===== config.mk =====
export PLATFORM = sky130hd
export DESIGN_NAME = conv_result_collector
export DESIGN_NICKNAME = d
export VERILOG_FILES = /design/src/rtl/cnn_pkg.sv /design/src/rtl/conv_pix_buffer.sv /design/src/rtl/conv_result_collector.sv
export SDC_FILE = /design/constraint.sdc
export NUM_CORES = 1
export LEC_CHECK = 0
export CAP_MARGIN = 0
export CORE_MARGIN = 2
export CORE_UTILIZATION = 40
export DETAILED_ROUTE_END_ITERATION = 10
export SYNTH_ARGS = -nofsm -noshare
export SYNTH_HDL_FRONTEND = slang
export SYNTH_SLANG_ARGS = --single-unit

===== constraint.sdc =====
create_clock -name clk -period 3.05 [get_ports clk]
set_clock_uncertainty 0.2 [all_clocks]
set_input_delay 0.305 -clock clk [delete_from_list [all_inputs] [get_ports clk]]
set_output_delay 0.305 -clock clk [all_outputs]
set_load 0.1 [all_outputs]

===== src/rtl/cnn_pkg.sv =====
// cnn_pkg: shared types and constants for the convolution result collector
package cnn_pkg;
  typedef enum logic [1:0] {IDLE, COLLECT, DRAIN, DONE} state_e;
  localparam logic [7:0] PIX_MAX = 8'd255;
  function automatic int npix(input int h, input int w);
    return h * w;
  endfunction
endpackage


===== src/rtl/conv_pix_buffer.sv =====
// conv_pix_buffer: DEPTH x 8 dual-port pixel RAM; ports we/waddr/wdata write, re/raddr read with 1-cycle registered rdata_o
module conv_pix_buffer #(
  parameter int DEPTH = 72,
  parameter int AW    = 7
) (
  input  logic          clk,
  input  logic          rst,
  input  logic          we_i,
  input  logic [AW-1:0] waddr_i,
  input  logic [7:0]    wdata_i,
  input  logic          re_i,
  input  logic [AW-1:0] raddr_i,
  output logic [7:0]    rdata_o
);
  logic [7:0] mem [DEPTH];
  logic [7:0] rdata_q;
  always_ff @(posedge clk) if (we_i) mem[waddr_i] <= wdata_i;
  // read register doubles as the out_data holding register, so it only loads on re_i
  always_ff @(posedge clk or posedge rst)
    if (rst) rdata_q <= '0;
    else if (re_i) rdata_q <= mem[raddr_i];
  assign rdata_o = rdata_q;
endmodule


===== src/rtl/conv_result_collector.sv =====
// conv_result_collector: collects every TAPS-th accumulator sample, requantizes to 8 bit into a frame buffer, then streams the frame out (ports: start, in_valid/in_data/in_ready, out_valid/out_ready/out_data/out_last, busy, done, sat)
module conv_result_collector
  import cnn_pkg::*;
#(
  parameter int ACC_W = 32,
  parameter int OUT_H = 8,
  parameter int OUT_W = 9,
  parameter int TAPS  = 9,
  parameter int SHIFT = 0
) (
  input  logic             clk,
  input  logic             rst,
  input  logic             start,
  input  logic             in_valid,
  input  logic [ACC_W-1:0] in_data,
  output logic             in_ready,
  output logic             out_valid,
  input  logic             out_ready,
  output logic [7:0]       out_data,
  output logic             out_last,
  output logic             busy,
  output logic             done,
  output logic             sat
);
  localparam int NPIX = npix(OUT_H, OUT_W);
  localparam int TW   = TAPS > 1 ? $clog2(TAPS) : 1;
  localparam int AW   = NPIX > 1 ? $clog2(NPIX) : 1;
  localparam int PW   = $clog2(NPIX + 1);
  state_e state_q, state_d;
  logic [TW-1:0] tap_q;
  logic [PW-1:0] pix_q, rd_q;
  logic ov_q, last_q, sat_q;
  logic acc, fin, ld, clip;
  logic signed [ACC_W-1:0] v;
  logic [7:0] pix;
  assign acc  = in_valid && in_ready && !start;
  assign fin  = acc && tap_q == TW'(TAPS - 1);
  // issue a read whenever the output register is empty or being consumed
  assign ld   = state_q == DRAIN && (!ov_q || out_ready) && rd_q != PW'(NPIX);
  assign v    = $signed(in_data) >>> SHIFT;
  assign clip = !v[ACC_W-1] && |v[ACC_W-2:8];
  assign pix  = v[ACC_W-1] ? 8'd0 : clip ? PIX_MAX : v[7:0];
  always_ff @(posedge clk or posedge rst)
    if (rst) state_q <= IDLE;
    else state_q <= state_d;
  always_comb
    state_d = start ? COLLECT :
              (fin && pix_q == PW'(NPIX - 1)) ? DRAIN :
              (state_q == DRAIN && ov_q && out_ready && last_q) ? DONE : state_q;
  always_comb begin
    in_ready = state_q == COLLECT;
    busy     = state_q == COLLECT || state_q == DRAIN;
    done     = state_q == DONE;
  end
  always_ff @(posedge clk or posedge rst) begin
    if (rst) begin
      tap_q  <= '0;
      pix_q  <= '0;
      rd_q   <= '0;
      ov_q   <= 1'b0;
      last_q <= 1'b0;
      sat_q  <= 1'b0;
    end else if (start) begin
      tap_q  <= '0;
      pix_q  <= '0;
      rd_q   <= '0;
      ov_q   <= 1'b0;
      last_q <= 1'b0;
      sat_q  <= 1'b0;
    end else begin
      if (acc) tap_q <= fin ? '0 : tap_q + TW'(1);
      if (fin) pix_q <= pix_q + PW'(1);
      if (fin && clip) sat_q <= 1'b1;
      if (ld) begin
        rd_q   <= rd_q + PW'(1);
        ov_q   <= 1'b1;
        last_q <= rd_q == PW'(NPIX - 1);
      end else if (ov_q && out_ready) begin
        ov_q   <= 1'b0;
        last_q <= 1'b0;
      end
    end
  end
  conv_pix_buffer #(.DEPTH(NPIX), .AW(AW)) u_buf (
    .clk(clk), .rst(rst),
    .we_i(fin), .waddr_i(pix_q[AW-1:0]), .wdata_i(pix),
    .re_i(ld), .raddr_i(rd_q[AW-1:0]), .rdata_o(out_data)
  );
  assign out_valid = ov_q;
  assign out_last  = last_q;
  assign sat       = sat_q;
endmodule


==> results of run 1 <==
==> layer usage <==
layer | share of wire, % | vias to the layer above | routed length, um | global-route usage (%)
met5 | 0 | - | 0 | 0
met4 | 1.7 | 0 | 1064 | 4.808
met3 | 6.3 | 68 | 3854 | 3.554
met2 | 48 | 425 | 29400 | 31.67
met1 | 44 | 6912 | 26950 | 28.09
li1 | - | 5650 | - | -
==> how the worst max path moves through the flow <==
stage                             to        from  depth (start not counted)  slack (ns)
CTS                 u_buf.rdata_o[0]     rd_q[1]                          6        0.14
global placement    u_buf.mem[53][5]    in_valid                          7        0.09
finish              u_buf.rdata_o[6]     rd_q[1]                          7        0.16
global route        u_buf.rdata_o[6]     rd_q[1]                          7        0.08
detailed placement  u_buf.mem[44][7]    in_valid                          6        0.07
floorplan           u_buf.mem[56][0]  state_q[1]                          9       -0.10
==> layout by cell type, fill, tap and decap left out, types with 6 or more instances in the layout <==
master,n
nor4_1,6
nor3_1,15
mux2i_1,60
o211ai_1,14
o21ai_0,14
nand3b_1,7
a31oi_1,6
buf_4,148
nand3_1,12
inv_1,12
clkdlybuf4s50_1,36
dfrtp_1,27
o22ai_1,20
buf_12,17
ha_1,7
nor2_2,17
mux4_2,97
mux4_1,11
or2_2,6
nor2_1,98
bufinv_16,7
xor2_1,7
and2_1,6
clkbuf_8,10
nor2_4,8
a221oi_1,10
clkinv_2,10
nand4_1,8
nand2_1,36
clkbuf_1,11
mux2_2,36
clkbuf_16,60
a21oi_1,18
edfxtp_1,576
o221ai_1,12
a211o_1,13
==> worst reg2reg max path, stage by stage, from the launching register on <==
cell	delay [ns]
dfrtp_4	0.68
buf_4	0.27
buf_4	0.22
mux2_2	0.36
o21ai_0	0.14
nor2_1	0.08
a2111oi_0	0.55
o311ai_0	0.23
==> where the power goes <==
group / switching (W) / total (W) / leakage (nW) / internal (W)
clock: 0.00309 / 0.00754 / 0.997 / 0.00445
sequential: 0.0000134 / 0.00913 / 5.57 / 0.00912
combinational: 0.000218 / 0.000312 / 2.58 / 0.0000945
==> area by class of cell <==
| type | count | share of cell area, % |
|---|---|---|
| flip-flops and latches | 607 | 62.59 |
| multi-input cells | 606 | 20.49 |
| inverters | 13 | 0.1689 |
| clock inverters | 30 | 1.239 |
| repair buffers | 202 | 6.306 |
| clock buffers | 81 | 5.817 |
| well taps | 782 | 3.387 |
==> state kept, by name (all words and copies together) (netlist names) <==
| signal | cells |
|---|---|
| tap_q | 4 |
| rd_q | 7 |
| state_q | 2 |
| out_last | 1 |
| out_valid | 1 |
| pix_q | 7 |
| u_buf.mem | 576 |
| sat | 1 |
| u_buf.rdata_o | 8 |
==> logic make-up after synthesis <==
kind of cell | after synthesis
xor gates and xnor gates | 12
AOI/OAI and AO/OA | 135
adders and majority gates | 8
muxes | 204
buffers and inverters | 85
and+or+nand+nor | 247
DFF | 607
==> what timing repair did <==
action	CTS	global route
setup endpoints to repair	0	0
hold endpoints to repair	31	0
hold buffers	1	0
==> stage by stage <==
stage	cell area, um^2	setup WS, ns	cells
after floorplan	24390	-0.1002	1298
after global placement	26840	0.08942	2209
after detailed placement	26840	0.07154	2209
after CTS	28890	0.1381	2321
after global routing	28890	0.08353	2321
final	28890	0.1556	2321
==> results.txt, run 1 <==
outcome - complete, no violations
number of synthesized flops with an enable pin - 576
cells after synthesis - 1298
Syn. warnings - 0
Port Buf Inserts - 50
Hold Crit Class - input port to register
Die ar. - 62780 um^2
cts bufs inserted - 59
chip width - 250.6 um
measured slew at the worst slew-check pin - 1.064 ns
detailed-route via count - 13055
Initial Util - 40.36%
mux contribution to synthesized area - 14.31%
first-pass GRT wire length - 90410 um
Rows - 90
flop-to-flop setup slack - 0.16 ns
total power - 0.01698 W
DR WL/cell - 26.40 um
TNS Setup - 0 ns
Compound-Gate Fraction of Synth Area - 3.983%
crit path launch type - register
Multi-input gate area - 5919 um^2
slowest cell delay on critical path - 0.68 ns
period utilization - 94.90%
Worst Hold Depth - 3
Critical Path Slowest Stage Cell - dfrtp_4
max cap viols - 0
final setup violation count - 0
syn_nets - 1343
CP required - 3.31 ns
buffers plus inverters on the worst setup path - 2
Root Buffer - clkbuf_16
dominant cell type by area after synthesis - edfxtp_1
Pins Over Slew Limit - 0
Skew-Pair Late Insertion Delay - 0.63 ns
synth top area cells - edfxtp_1, mux4_2, dfrtp_1
cell area after synthesis - 24310 um^2
VDD IR max - 0.5435 mV
Final HPWL DP - 39620 um
Post-CTS Setup Inserts - 0
sequential area share after synthesis - 74.33%
hold slack - 0.1710 ns
IO Pins - 51
drt pass-1 iters - 7
Async S/R FF share, synth - 5.107%
RSZ-0062 raised after global routing - no
CP Capture Type - register
ant diodes - 0
Top FF cell, synth - edfxtp_1
XOR/XNOR Fraction of Synth Area - 0.4323%
Via density - 5.625
GR Util All Layers - 19.73%
Min-Delay Endpoint - tap_q[1]
Simple-Gate Fraction of Synth Area - 4.724%
sequential cell area - 18080 um^2
Final Hold Vio Count - 0
Synth top area share - 71.14%
critical-path maximum fanout - 19
largest net degree at the start of global routing - 73
Clock Pin Slew Worst Setup and Hold Paths - 0.07 ns
share of post-route cells with drive strength above 1 - 28.46%
Synth top cells by count - edfxtp_1, nor2_1, mux4_2, mux2i_1
Clock Path Buffers - 3
r2r worst-path depth - 7
Layout Utilization - 47.95%
CP most frequent cell - buf_4
flops & latches, synth - 607
CTS resizes - 0
Starting DRT DRC Count - 1428
CP arrival - 3.16 ns
post-synth cell types - 56
remaining global-route overflow - 0
Filler Cell Count - 4899
Critical R2R Launch - rd_q[1]
P per Cell Area - 587.9 nW/um^2
Cell Chain, Critical Path - buf_4, buf_4, mux2_2, o21ai_0, nor2_1, a2111oi_0, o311ai_0
Core ar. - 60250 um^2
WS Path Type - register to register
initial antenna violation count - 0
Adder-Cell Fraction of Synth Area - 0.4117%
# H-tree levels - 2
clk sink count - 607
CTS tree - yes
critical path's top delay family - compound AO/OA/AOI/OAI gates
Die H - 250.6 um
Syn Area/Cell - 18.73 um^2
FMAX - 0.3455 GHz
fin nets - 1534
worst r2r dst - u_buf.rdata_o[6]
Lkg Pwr - 9.155 nW
gpl congestion - 0.8356
area delta synth->final - 18.81%
HP Start - in_valid
most common cell in the netlist - edfxtp_1
DRC - 0
max_slew headroom - 28.87%
vias in the first global route - 13232
fin crit period - 2.894 ns
Routed Antenna Nets - 0
largest family of logic cells by synthesized area - multiplexers
routed wire length - 61270 um
(Power assumes the default switching activity.)
==> run 2, diff against run 1 <==
GPL_ROUTABILITY_DRIVEN = 0   (was not set)
==> results of run 2 <==
Same layout as run 1: the final DEF is identical, and so are final timing and power.
